## src/rtl/irq_arbiter_if.sv

```systemverilog
// Register port between the core and irq_arbiter: one-cycle sel strobe, rdata
// registered and valid the cycle after a read strobe.
interface irq_arbiter_if;
  // Handshake: an access happens on every rising edge where sel is high; there is
  // no stall, so sel must be held for exactly one cycle per access. rdata is
  // updated on that edge for reads and otherwise holds its last read value.
  logic        sel;
  logic        we;
  logic [1:0]  addr;
  logic [31:0] wdata;
  logic [31:0] rdata;

  modport master (output sel, output we, output addr, output wdata, input rdata);
  modport slave  (input sel, input we, input addr, input wdata, output rdata);
endinterface

```

## src/rtl/irq_arbiter.sv

```systemverilog
// Multi-source interrupt arbiter: synchronises src lines, latches them as edge or
// level pending, and hands the lowest-index enabled one to the core via claim/complete.
module irq_arbiter #(
  parameter int N_SRC = 8
) (
  input  logic             clk,
  input  logic             rst,
  input  logic [N_SRC-1:0] src,
  irq_arbiter_if.slave     bus,
  output logic             interrupter,
  output logic             busy,
  output logic [1:0]       dbg_state
);

  typedef enum logic [1:0] {
    IDLE    = 2'd0,
    ASSERT  = 2'd1,
    SERVICE = 2'd2
  } state_t;

  state_t           state;
  logic [N_SRC-1:0] s1, s2, s3;
  logic [N_SRC-1:0] pending, enable, mode;
  logic [N_SRC-1:0] cand, svc_mask, rise, claim_clr, mode_chg, wdata_n;
  logic [4:0]       id, claim_id;
  logic             has_cand, rd, wr, claim_rd, complete_wr, claim_fire;

  assign wdata_n   = bus.wdata[N_SRC-1:0];
  assign dbg_state = state;

  always_comb begin
    rd          = bus.sel & ~bus.we;
    wr          = bus.sel & bus.we;
    claim_rd    = rd && (bus.addr == 2'd3);
    complete_wr = wr && (bus.addr == 2'd3) && (bus.wdata == {27'd0, claim_id + 5'd1});
    svc_mask    = '0;
    for (int i = 0; i < N_SRC; i++)
      svc_mask[i] = (state == SERVICE) && (claim_id == 5'(i));
    cand     = pending & enable & ~svc_mask;
    has_cand = |cand;
    id       = '0;
    for (int i = N_SRC - 1; i >= 0; i--)
      if (cand[i]) id = 5'(i);
    claim_fire = (state == ASSERT) && claim_rd && has_cand;
    claim_clr  = '0;
    for (int i = 0; i < N_SRC; i++)
      claim_clr[i] = claim_fire && (id == 5'(i)) && mode[i];
    rise     = s2 & ~s3;
    mode_chg = (wr && (bus.addr == 2'd2)) ? (mode ^ wdata_n) : '0;
  end

  // Edge sources: a new rise beats a same-cycle claim clear. A mode change wipes the bit.
  always_ff @(posedge clk or negedge rst) begin
    if (!rst) begin
      s1      <= '0;
      s2      <= '0;
      s3      <= '0;
      pending <= '0;
      enable  <= '0;
      mode    <= '0;
    end else begin
      s1      <= src;
      s2      <= s1;
      s3      <= s2;
      pending <= ~mode_chg & ((mode & ((pending & ~claim_clr) | rise)) | (~mode & s2));
      if (wr && (bus.addr == 2'd0)) enable <= wdata_n;
      if (wr && (bus.addr == 2'd2)) mode   <= wdata_n;
    end
  end

  always_ff @(posedge clk or negedge rst) begin
    if (!rst) begin
      state       <= IDLE;
      interrupter <= 1'b0;
      busy        <= 1'b0;
      claim_id    <= '0;
      bus.rdata   <= '0;
    end else begin
      if (rd) begin
        case (bus.addr)
          2'd0:    bus.rdata <= 32'(enable);
          2'd1:    bus.rdata <= 32'(pending);
          2'd2:    bus.rdata <= 32'(mode);
          default: bus.rdata <= claim_fire ? {27'd0, id + 5'd1} : 32'd0;
        endcase
      end
      case (state)
        IDLE: begin
          if (has_cand) begin
            state       <= ASSERT;
            interrupter <= 1'b1;
          end
        end
        ASSERT: begin
          // id is live here, so a higher-priority arrival before the claim wins.
          if (claim_fire) begin
            claim_id    <= id;
            state       <= SERVICE;
            interrupter <= 1'b0;
            busy        <= 1'b1;
          end else if (!has_cand) begin
            state       <= IDLE;
            interrupter <= 1'b0;
          end
        end
        SERVICE: begin
          if (complete_wr) begin
            state <= IDLE;
            busy  <= 1'b0;
          end
        end
        default: begin
          state       <= IDLE;
          interrupter <= 1'b0;
          busy        <= 1'b0;
        end
      endcase
    end
  end

endmodule
```

## src/flat_wrapper.sv

```systemverilog
// flat-port wrapper written by rule: the top's interface ports become plain ports
module irq_arbiter_flat 
#(
  parameter int N_SRC = 8
)
  (clk, rst, src, interrupter, busy, dbg_state, bus_sel, bus_we, bus_addr, bus_wdata, bus_rdata);
  irq_arbiter_if bus_i ();
  input  logic clk;
  input  logic rst;
  input  logic [N_SRC-1:0] src;
  output logic interrupter;
  output logic busy;
  output logic [1:0] dbg_state;
  input wire logic [$bits(bus_i.sel)-1:0] bus_sel;
  input wire logic [$bits(bus_i.we)-1:0] bus_we;
  input wire logic [$bits(bus_i.addr)-1:0] bus_addr;
  input wire logic [$bits(bus_i.wdata)-1:0] bus_wdata;
  output wire logic [$bits(bus_i.rdata)-1:0] bus_rdata;
  assign bus_i.sel = bus_sel;
  assign bus_i.we = bus_we;
  assign bus_i.addr = bus_addr;
  assign bus_i.wdata = bus_wdata;
  assign bus_rdata = bus_i.rdata;
  irq_arbiter #(.N_SRC(N_SRC)) u_core (.clk(clk), .rst(rst), .src(src), .bus(bus_i), .interrupter(interrupter), .busy(busy), .dbg_state(dbg_state));
endmodule
```

## config.mk

```make
export PLATFORM = sky130hd
export DESIGN_NAME = irq_arbiter_flat
export DESIGN_NICKNAME = d
export VERILOG_FILES = /design/src/rtl/irq_arbiter_if.sv /design/src/rtl/irq_arbiter.sv /design/src/flat_wrapper.sv
export SDC_FILE = /design/constraint.sdc
export NUM_CORES = 1
export LEC_CHECK = 0
export ABC_CLOCK_PERIOD_IN_PS = 4000
export BUFFER_PORTS_ARGS = -buffer_cell sky130_fd_sc_hd__buf_2
export CORE_MARGIN = 10
export CORE_UTILIZATION = 50
export CTS_CLUSTER_SIZE = 16
export DETAILED_ROUTE_END_ITERATION = 7
export PLACE_DENSITY = 0.76
export SKIP_LAST_GASP = 1
export SLEW_MARGIN = 20
export SYNTH_ARGS = -nofsm -noshare
export SYNTH_HDL_FRONTEND = slang
export SYNTH_SLANG_ARGS = --single-unit
```

## constraint.sdc

```tcl
create_clock -name clk -period 4 [get_ports clk]
set_clock_uncertainty 0.1 [all_clocks]
set_input_delay 0.2 -clock clk [delete_from_list [all_inputs] [get_ports clk]]
set_output_delay 0.2 -clock clk [all_outputs]
set_load 0.01 [all_outputs]
```

==> reports/qor.csv, run 1 <==
stage,metric,value,unit
logic_synthesis,yosysUniqueCellTypes,55,
critical_path,r2r_slack,0.93,ns
power,seqPwrFrac,46.0,%
sta,finalHoldViolations,0,
logic_synthesis,ys_async_sr_fraction,100,%
grt,grt_max_degree,64,
critical_path,cp-start-kind,flop,
clock_tree,cts_buffers,9,
die,start_util,51.8,%
clock_tree,clk_pin_slew,0.08,ns
sta,min_period,3.07,ns
sta,setup_tns,0,ns
hold_path,holdPathStages,3,
logic_synthesis,netlist_area,0.00331,mm^2
critical_path,crit_type,reg2reg,
layout,drive_gt1_share,24.7,%
die,rows,29,
logic_synthesis,yosysSeqAreaShare,47.6,%
detailed_routing,drc,0,
detailed_routing,dr.pass1.iters,4,
critical_path,rr_worst_depth,9,
detailed_routing,wl_met3,478,um
power,p_clk_share,26.5,%
die,core_area,0.00639,mm^2
layout,area_growth,15.5,%
power,total_power,1.83,mW
die,die_h,101,um
placement,place.gp.congestion,0.894,
grt,grt_pass1_vias,2522,
hold_path,worstHoldEndpoint,u_core.mode[7],
die,ios,82,
detailed_routing,routed-wl-met2,3.92,mm
grt,antenna_found_initial,0,
layout,fin_util,59.9,%
sta,min_period_over_period,76.7,%
critical_path,cp.required,4.18,ns
hold_path,hp-class,in2reg,
critical_path,cp.arrival,3.25,ns
detailed_routing,via_per_inst,5.31,
logic_synthesis,ys_ff_latch,63,
clock_tree,root_buffer,clkbuf_8,
sta,rsz0062_at_grt,no,
power,p_per_area,479,mW/mm^2
clock_tree,clk_path_buf_depth,2,
clock_tree,clk_latency,0.35,ns
critical_path,critical-path-top-delay-family,compound AO/OA/AOI/OAI gates,
die,die-width,101,um
critical_path,cp_common_cell,ha_1,
sta,fmax,326,MHz
detailed_routing,ant_nets,0,
power,pwr-share-comb,27.5,%
critical_path,max_stage_delay,0.52,ns
detailed_routing,vias,2513,
layout,diodes,0,
placement,port_buffers,57,
logic_synthesis,synth_cells,324,
sta,setup_slack,0.931,ns
layout,finalNetCount,449,
critical_path,crit_buf_inv,0,
detailed_routing,drt-met1-wl,3.42,mm
placement,hpwl,5.83,mm
placement,dp_slack,0.939,ns
sta,relSlewSlack,41.1,%
hold_path,min_from,bus_wdata[7],
layout,n_fill_cell,544,
layout,mostFrequentLayoutCells,"63 x dfrtp_1, 57 x nand2_1, 57 x buf_2",
grt,grt_pass1_wl,12.5,mm
die,die_area,0.0103,mm^2
grt,grt_overflow,0,
critical_path,rr_startpoint,u_core.claim_id[0],
critical_path,crit_fanout,6,
logic_synthesis,synth_edf_count,0,
clock_tree,cts.sinks,63,
logic_synthesis,synth_ff_type,dfrtp_1,
critical_path,endpoint_kind,flop,
clock_tree,ctsResizeCount,0,
clock_tree,cts_tree,done,
power,switching_share,34.8,%
run,max_cap_viol_count,0,
clock_tree,htree_levels,3,
power,leakagePower,1.83,nW
critical_path,path_cells,ha_1 -> ha_1 -> and3b_2 -> a211oi_1 -> o221ai_1 -> a21oi_1 -> ha_1 -> or4_1 -> a31oi_1,
layout,layout_commonest_cell,dfrtp_1,
sta,worstMarginPinSlew,0.878,ns
detailed_routing,drt_wl_total,7.94,mm
power,switching_power,0.638,mW
power,p_int,1.19,mW
critical_path,cp_slowest_cell,or4_1,
clock_tree,post-cts-setup-buffers,0,
logic_synthesis,yosys_warnings,0,
grt,grt_use_total,15.6,%
sta,slew_violations,0,
detailed_routing,first_iter_violations,149,
detailed_routing,top_layer,met4,
power,ir_worst_vdd,0.267,mV
logic_synthesis,avgSynthCellArea,10.2,um^2
detailed_routing,detail_route.wl_per_cell,16.8,um
run_status,status,"complete, no violations",
sta,final-setup-viol-count,0,
critical_path,r2r_end,u_core.bus.rdata[1],
-- layout make-up --
cell class	count	area, um^2	share of cell area (%)
clock buffers	9	124	3.24
clock inverters	7	48.8	1.28
inverters	8	30.0	0.786
multi-input cells	240	1540	40.4
flip-flops and latches	63	1580	41.2
well taps	77	96.3	2.52
repair buffers	69	403	10.5
-- how the worst max path moves through the flow --
stage | startpoint | to | slack (ns) | cells after the start
2_1_floorplan | u_core.claim_id[0] | u_core.bus.rdata[1] | 1.21 | 10
3_3_place_gp | u_core.claim_id[0] | u_core.bus.rdata[1] | 0.98 | 10
3_5_place_dp | u_core.claim_id[0] | u_core.bus.rdata[1] | 0.94 | 9
4_1_cts | u_core.claim_id[0] | u_core.bus.rdata[1] | 0.93 | 9
5_1_grt | u_core.claim_id[0] | u_core.bus.rdata[1] | 0.74 | 9
6_report | u_core.claim_id[0] | u_core.bus.rdata[1] | 0.93 | 9
-- tightest hold or removal path, stage by stage --
cell and delay, ns:
buf_2 0.11, nand2_1 0.07, nand2_1 0.06
-- logic make-up after synthesis --
logic type / Yosys count / share of synthesized area (%)
buffers and inverters: 44 / 8.35
other: 1 / 0.113
muxes: 18 / 5.82
AOI/OAI and AO/OA: 58 / 12.6
and+or+nand+nor: 122 / 19.4
adders and majority gates: 12 / 4.54
xor gates and xnor gates: 6 / 1.59
DFF: 63 / 47.6
-- power by group through the flow --
stage	logic, mW	clock network (mW)	registers, mW
floorplan	0.379	0	0.833
global placement	0.485	0	0.847
detailed placement	0.495	0	0.852
CTS	0.506	0.496	0.841
global route	0.568	0.530	0.860
finish	0.504	0.485	0.842
-- per-layer routing --
layer	global-route usage (%)	up-vias
met5	0	-
met3	4.42	12
li1	-	1227
met4	6.43	0
met1	18.6	1210
met2	25.8	64
-- sequential cells by signal, summed over array words and instances (netlist names) --
| register | count |
|---|---|
| u_core.bus.rdata | 8 |
| u_core.s1 | 8 |
| u_core.s3 | 8 |
| u_core.interrupter | 1 |
| u_core.busy | 1 |
| u_core.claim_id | 3 |
| u_core.s2 | 8 |
| u_core.dbg_state | 2 |
| u_core.enable | 8 |
| u_core.pending | 8 |
| u_core.mode | 8 |
-- Yosys cell counts, types with 3 or more instances --
master / count / area [um^2]
and2_1: 3 / 18.8
buf_2: 4 / 20.0
inv_1: 8 / 30.0
nand4b_1: 3 / 26.3
xor2_1: 4 / 35.0
nand2_1: 57 / 214
o211ai_1: 5 / 37.5
nand3b_1: 3 / 22.5
and4bb_2: 3 / 37.5
a22oi_1: 3 / 22.5
o2bb2ai_1: 3 / 26.3
nor4_1: 5 / 31.3
o21ai_0: 11 / 55.1
ha_1: 12 / 150
a32oi_1: 3 / 26.3
buf_4: 24 / 180
a41o_1: 4 / 40.0
nor2_1: 20 / 75.1
or2_2: 5 / 31.3
dfrtp_1: 63 / 1580
a21oi_1: 13 / 65.1
clkbuf_1: 5 / 18.8
nor3_1: 3 / 15.0
a31oi_1: 4 / 25.0
mux2_2: 8 / 90.1
mux2i_1: 8 / 80.1
-- through the flow --
| step | instances | hold WS, ns | cell area, um^2 |
|---|---|---|---|
| floorplan | 347 | -0.196 | 3400 |
| global placement | 446 | 0.208 | 3540 |
| detailed placement | 446 | 0.209 | 3540 |
| CTS | 473 | 0.00840 | 3820 |
| global route | 473 | 0.0289 | 3820 |
| finish | 473 | 0.0207 | 3820 |
-- what timing repair did --
item / in CTS / in global routing
hold buffers: 11 / 0
setup endpoints to repair: 0 / 0
hold endpoints to repair: 73 / 0
Note: power is estimated with default switching activity, not from simulation.
==> run 2: changes to the inputs <==
--- a/config.mk
+++ b/config.mk
@@ -5,10 +5,11 @@
 export SDC_FILE = /design/constraint.sdc
 export NUM_CORES = 1
 export LEC_CHECK = 0
-export ABC_CLOCK_PERIOD_IN_PS = 4000
+export ABC_AREA = 1
+export ABC_CLOCK_PERIOD_IN_PS = 2500
 export BUFFER_PORTS_ARGS = -buffer_cell sky130_fd_sc_hd__buf_2
 export CORE_MARGIN = 10
-export CORE_UTILIZATION = 50
+export CORE_UTILIZATION = 48
 export CTS_CLUSTER_SIZE = 16
 export DETAILED_ROUTE_END_ITERATION = 7
 export PLACE_DENSITY = 0.76
==> constraint.sdc (replaced) <==
create_clock -name clk -period 2.5 [get_ports clk]
set_clock_uncertainty 0.1 [all_clocks]
set_input_delay 0.125 -clock clk [delete_from_list [all_inputs] [get_ports clk]]
set_output_delay 0.125 -clock clk [all_outputs]
set_load 0.01 [all_outputs]
==> reports/qor.csv, run 2 <==
stage,metric,value,unit,change
run_status,status,"complete, no violations",,
logic_synthesis,synth_edf_count,0,,unchanged
critical_path,cp_slowest_cell,dfrtp_1,,
layout,layout_commonest_cell,nand2_1,,
critical_path,cp_common_cell,nand2_1,,
grt,grt_use_total,15.3,%,-0.31 points
critical_path,crit_buf_inv,2,,+2
detailed_routing,via_per_inst,4.77,,-10%
die,core_area,0.00679,mm^2,+6.4%
power,seqPwrFrac,40.9,%,-5.1 points
critical_path,max_stage_delay,0.43,ns,-0.09 ns
detailed_routing,drc,0,,unchanged
power,total_power,3.25,mW,+77%
power,p_clk_share,33.7,%,+7.2 points
critical_path,cp.required,2.63,ns,-1.55 ns
layout,area_growth,22.0,%,
logic_synthesis,avgSynthCellArea,8.02,um^2,-22%
critical_path,cp-start-kind,flop,,
logic_synthesis,netlist_area,0.00334,mm^2,+0.98%
clock_tree,clk_latency,0.35,ns,about the same
critical_path,crit_start,u_core.claim_id[1],,
critical_path,critical-path-top-delay-family,adder cells,,
layout,finalNetCount,556,,+24%
sta,setup_tns,0,ns,unchanged
sta,final-setup-viol-count,0,,unchanged
detailed_routing,detail_route.wl_per_cell,13.6,um,-19%
sta,hold_slack,0.0194,ns,-0.00127 ns
logic_synthesis,synth_ff_type,dfrtp_1,,
placement,place.gp.congestion,1.00,,+12%
detailed_routing,dr.pass1.iters,6,,+2
layout,diodes,0,,unchanged
logic_synthesis,yosysUniqueCellTypes,30,,-45%
die,die_h,103,um,+2.1%
clock_tree,root_buffer,clkbuf_8,,
clock_tree,cts.sinks,63,,unchanged
power,p_int,2.16,mW,+81%
power,ir_worst_vdd,0.508,mV,+90%
clock_tree,cts_tree,done,,
grt,gr-usage-met3,3.92,%,-0.50 points
grt,grt_busiest_layer,met2,,
logic_synthesis,yosys-top-cells-count,"141 x nand2_1, 63 x dfrtp_1, 43 x inv_1",,
grt,grt_pass1_wl,12.7,mm,+1.5%
hold_path,min_from,bus_wdata[2],,
grt,grtUsageMet1,17.8,%,-0.84 points
logic_synthesis,synth_top_cell_by_area,dfrtp_1,,
logic_synthesis,ys_async_sr_fraction,100,%,unchanged
logic_synthesis,ys_ff_latch,63,,unchanged
logic_synthesis,synth.top_cell.area_share,47.2,%,-0.46 points
placement,port_buffers,57,,unchanged
power,leakagePower,2.18,nW,+19%
power,switching_power,1.09,mW,+71%
logic_synthesis,synth_cells,417,,+29%
sta,slew_violations,0,,unchanged
layout,mostFrequentLayoutCells,"137 x nand2_1, 62 x dfrtp_1, 57 x buf_2",,
grt,met2_usage,25.4,%,-0.39 points
layout,drive_gt1_share,20.5,%,-4.3 points
critical_path,cp.arrival,2.47,ns,-0.78 ns
sta,relSlewSlack,59.0,%,+18 points
die,rows,30,,+3.4%
logic_synthesis,yosysMostFrequentCell,nand2_1,,
sta,worstMarginPinSlew,0.613,ns,-0.265 ns
die,ios,82,,unchanged
critical_path,crit_fanout,5,,-1
grt,grt_max_degree,27,,-58%
critical_path,path_cells,ha_2 -> ha_2 -> nand3_2 -> nand2_2 -> inv_1 -> nand2_1 -> nand2_1 -> nand2_1 -> nand2_1 -> nand2_2 -> nand2_2 -> nand2_2 -> inv_1 -> ha_2 -> ha_1 -> nand2_1 -> a21oi_1,,
clock_tree,clk_pin_slew,0.07,ns,about the same
critical_path,rr_startpoint,u_core.claim_id[1],,
sta,min_period,2.34,ns,-0.724 ns
grt,grt_pass1_vias,2756,,+9.3%
die,die-width,103,um,+2.1%
detailed_routing,first_iter_violations,154,,+3.4%
sta,fmax,426,MHz,+31%
hold_path,hp-class,in2reg,,
critical_path,crit_type,reg2reg,,
die,start_util,49.2,%,-2.6 points
power,p_per_area,797,mW/mm^2,+66%
power,pwr-share-comb,25.5,%,-2.0 points
critical_path,endpoint_kind,flop,,
sta,finalHoldViolations,0,,unchanged
grt,antenna_found_initial,0,,unchanged
logic_synthesis,synthTopCellsByArea,"dfrtp_1 47%, nand2_1 16%, buf_4 5.4%",,
detailed_routing,ant_nets,0,,unchanged
grt,grt_overflow,0,,unchanged
power,switching_share,33.6,%,-1.2 points
run,max_cap_viol_count,0,,unchanged
layout,fin_util,60.0,%,+0.18 points
detailed_routing,vias,2859,,+14%
detailed_routing,drt_wl_total,8.14,mm,+2.4%
clock_tree,htree_levels,3,,unchanged
die,die_area,0.0107,mm^2,+4.2%
logic_synthesis,yosys_warnings,0,,unchanged
logic_synthesis,yosysSeqAreaShare,47.2,%,-0.46 points
clock_tree,clk_path_buf_depth,2,,unchanged
clock_tree,cts_buffers,9,,unchanged
placement,hpwl,6.16,mm,+5.6%
sta,min_period_over_period,93.8,%,+17 points
run 2: kinds of logic after synthesis:
kind of cell	count (synthesis)	share of synthesized area, %
AND/OR/NAND/NOR	207	26.5
buffers and inverters	76	11.3
other	1	0.112
AO/OA/AOI/OAI	55	9.73
adder cells (fa/ha/maj)	12	4.49
XOR/XNOR	3	0.786
flip-flops	63	47.2
run 2: final cells by class:
cell class / instances / area (um^2)
Clock buffer: 9 / 124
Timing Repair Buffer: 76 / 463
Inverter: 47 / 176
Fill cell: 588 / 2720
Sequential cell: 63 / 1580
Clock inverter: 7 / 119
Multi-Input combinational cell: 301 / 1500
Tap cell: 96 / 120
run 2: repair_timing:
item | 4_1_cts | 5_1_grt
hold endpoints to repair | 43 | 0
gates resized for setup | 0 | 9
buffers inserted | 0 | 2
endpoints found under the setup margin | 0 | 10
hold buffers | 14 | 0
run 2: final timing paths:
| path | end | slack, ns | cells after the start |
|---|---|---|---|
| min | u_core.mode[2] | 0.02 | 3 |
| max in group asynchronous | u_core.s1[0] | 1.34 | 3 |
| min in group asynchronous | u_core.s2[3] | 0.21 | 2 |
| min reg2reg | u_core.s2[1] | 0.25 | 0 |
| max reg2reg | u_core.bus.rdata[2] | 0.16 | 17 |
| max | u_core.bus.rdata[2] | 0.16 | 17 |
run 2: power by group through the flow:
| stage | clock network, mW | logic (mW) | registers (mW) |
|---|---|---|---|
| after global routing | 1.13 | 0.932 | 1.35 |
| final | 1.09 | 0.827 | 1.33 |
| after detailed placement | 0 | 0.773 | 1.34 |
| after floorplan | 0 | 0.566 | 1.32 |
| after CTS | 1.11 | 0.801 | 1.32 |
| after global placement | 0 | 0.752 | 1.34 |
run 2: tightest hold or removal path, cell delays in order:
cell and delay (ns):
buf_2 0.09, inv_1 0.07, o21ai_0 0.15
run 2: per-layer routing:
layer / vias to the layer above / wire (um)
met2: 118 / 3840
met4: 0 / 242
met5: - / 0
li1: 1429 / -
met1: 1289 / 3360
met3: 23 / 690
run 2: stage by stage:
stage / cells / area, um^2 / setup WS (ns)
floorplan: 440 / 3430 / 0.313
CTS: 597 / 4040 / 0.0117
global placement: 567 / 3660 / 0.213
detailed placement: 567 / 3660 / 0.0754
finish: 599 / 4080 / 0.155
global route: 599 / 4080 / -0.00229
==> run 3: changes to the inputs <==
==> constraint.sdc (replaced) <==
create_clock -name clk -period 2.5 [get_ports clk]
set_clock_uncertainty 0.1 [all_clocks]
set_input_delay 0.125 -clock clk [delete_from_list [all_inputs] [get_ports clk]]
set_output_delay 0.125 -clock clk [all_outputs]
set_load 0.1 [all_outputs]
==> reports/qor.csv, run 3 (same netlist as run 2, synthesis figures left out) <==
stage,metric,value,unit,change
run_status,status,"complete, no violations",,
sta,min_period_over_period,94.6,%,+0.79 points
hold_path,min_from,bus_wdata[3],,
sta,min_period,2.36,ns,+0.0198 ns
power,seqPwrFrac,36.9,%,-4.0 points
detailed_routing,via_per_inst,4.80,,+0.57%
clock_tree,root_buffer,clkbuf_8,,
grt,grt_pass1_vias,2794,,+1.4%
grt,grt_use_total,15.9,%,+0.61 points
die,ios,82,,unchanged
layout,area_growth,20.5,%,
layout,layout_commonest_cell,nand2_1,,
placement,place.gp.congestion,0.948,,-5.2%
detailed_routing,drt_wl_total,8.34,mm,+2.5%
placement,port_buffers,57,,unchanged
critical_path,crit_type,reg2reg,,
die,die-width,103,um,unchanged
clock_tree,cts_buffers,9,,unchanged
hold_path,hp-class,in2reg,,
layout,diodes,0,,unchanged
sta,slew_violations,0,,unchanged
power,total_power,3.61,mW,+11%
clock_tree,htree_levels,3,,unchanged
detailed_routing,detail_route.wl_per_cell,14.0,um,+3.1%
layout,final_area,0.00403,mm^2,-1.2%
critical_path,crit_fanout,5,,unchanged
placement,hpwl,6.08,mm,-1.2%
power,p_int,2.06,mW,-4.4%
grt,grt_max_degree,64,,+140%
critical_path,cp.depth,17,,unchanged
die,die_h,103,um,unchanged
critical_path,cp.required,2.62,ns,about the same
critical_path,crit_buf_inv,2,,unchanged
die,start_util,49.2,%,unchanged
critical_path,cp.arrival,2.48,ns,about the same
sta,fmax,423,MHz,-0.84%
placement,place_area,0.00366,mm^2,+0.21%
grt,antenna_found_initial,0,,unchanged
hold_path,holdPathStages,3,,unchanged
clock_tree,cts_tree,done,,
die,die_area,0.0107,mm^2,unchanged
clock_tree,cts.sinks,63,,unchanged
layout,fin_util,59.3,%,-0.72 points
critical_path,rr_worst_depth,17,,unchanged
detailed_routing,vias,2861,,+0.070%
sta,relSlewSlack,58.4,%,-0.62 points
sta,worstMarginPinSlew,0.623,ns,+0.00929 ns
die,core_area,0.00679,mm^2,unchanged
power,p_clk_share,26.9,%,-6.8 points
layout,finalNetCount,553,,-0.54%
critical_path,path_cells,ha_2 -> ha_1 -> nand3_1 -> nand2_1 -> inv_1 -> nand2_1 -> nand2_1 -> nand2_1 -> nand2_1 -> nand2_1 -> nand2_2 -> nand2_2 -> inv_1 -> ha_1 -> nand2_1 -> o211ai_1 -> a21boi_0,,
power,ir_worst_vdd,0.416,mV,-18%
critical_path,rr_startpoint,u_core.claim_id[0],,
detailed_routing,dr.pass1.iters,5,,-1
critical_path,cp-start-kind,flop,,
power,p_per_area,896,mW/mm^2,+12%
power,pwr-share-comb,36.2,%,+11 points
die,rows,30,,unchanged
run,max_cap_viol_count,0,,unchanged
placement,dp_cells,566,,-0.18%
layout,drive_gt1_share,20.8,%,+0.32 points
layout,mostFrequentLayoutCells,"138 x nand2_1, 59 x dfrtp_1, 57 x buf_2",,
critical_path,cp_slowest_cell,dfrtp_2,,
critical_path,max_stage_delay,0.45,ns,+0.02 ns
grt,grt_pass1_wl,13.1,mm,+3.4%
clock_tree,clk_latency,0.35,ns,about the same
clock_tree,clk_pin_slew,0.07,ns,about the same
sta,final-setup-viol-count,0,,unchanged
clock_tree,clk_path_buf_depth,2,,unchanged
detailed_routing,first_iter_violations,262,,+70%
power,switching_power,1.55,mW,+42%
detailed_routing,drc,0,,unchanged
sta,setup_tns,0,ns,unchanged
critical_path,critical-path-top-delay-family,simple AND/OR/NAND/NOR gates,,
critical_path,endpoint_kind,flop,,
sta,finalHoldViolations,0,,unchanged
layout,instances_no_fill,596,,-0.50%
detailed_routing,ant_nets,0,,unchanged
grt,grt_overflow,0,,unchanged
critical_path,cp_common_cell,nand2_1,,
power,switching_share,42.9,%,+9.2 points
power,leakagePower,2.16,nW,-0.77%
critical_path,crit_start,u_core.claim_id[0],,
run 3: path summary, 6_finish.rpt:
kind | slack [ns] | end
worst max-delay path | 0.14 | u_core.pending[1]
worst min-delay path | 0.01 | u_core.pending[3]
worst max register to register | 0.14 | u_core.pending[1]
worst min register to register | 0.25 | u_core.s2[5]
max in group asynchronous | 1.80 | u_core.claim_id[0]
min in group asynchronous | 0.20 | u_core.interrupter
run 3: per-layer routing:
layer  vias up  wire, um  GRT usage [%]  share of wire [%]
li1       1414         -              -                  -
met2       112      4180           26.7                 50
met5         -         0              0                  0
met1      1317      3280           19.4                 39
met3        18       716           3.72                8.6
met4         0       159           5.99                1.9
run 3: repair_timing:
action / 4_1_cts / 5_1_grt
hold buffers: 12 / 0
hold endpoints to repair: 77 / 0
setup buffers: 0 / 2
resized for setup: 0 / 10
setup endpoints to repair: 0 / 10
run 3: power by group through the flow:
| stage | Combinational (mW) | Sequential [mW] | Clock [mW] |
|---|---|---|---|
| floorplan | 0.708 | 1.64 | 0 |
| global placement | 1.21 | 1.34 | 0 |
| detailed placement | 1.24 | 1.35 | 0 |
| CTS | 1.26 | 1.33 | 0.988 |
| global route | 1.42 | 1.36 | 1.03 |
| finish | 1.31 | 1.33 | 0.972 |
run 3: cell type report:
| class | count | area [um^2] |
|---|---|---|
| fillers | 612 | 2760 |
| flip-flops and latches | 63 | 1580 |
| multi-input cells | 301 | 1490 |
| repair buffers | 73 | 448 |
| inverters | 47 | 176 |
| clock buffers | 10 | 128 |
| well taps | 96 | 120 |
| clock inverters | 6 | 83.8 |
run 3: per-stage QoR:
stage          setup WS (ns)  hold WS, ns
2_1_floorplan          0.198       -0.271
3_3_place_gp           0.217       0.0590
3_5_place_dp           0.124       0.0643
4_1_cts               0.0883     0.000389
5_1_grt              -0.0479       0.0315
6_report               0.135       0.0109
run 3: tightest hold or removal path, stage by stage:
cell and delay, ns:
buf_2 0.10, a21oi_1 0.08, a21oi_1 0.11
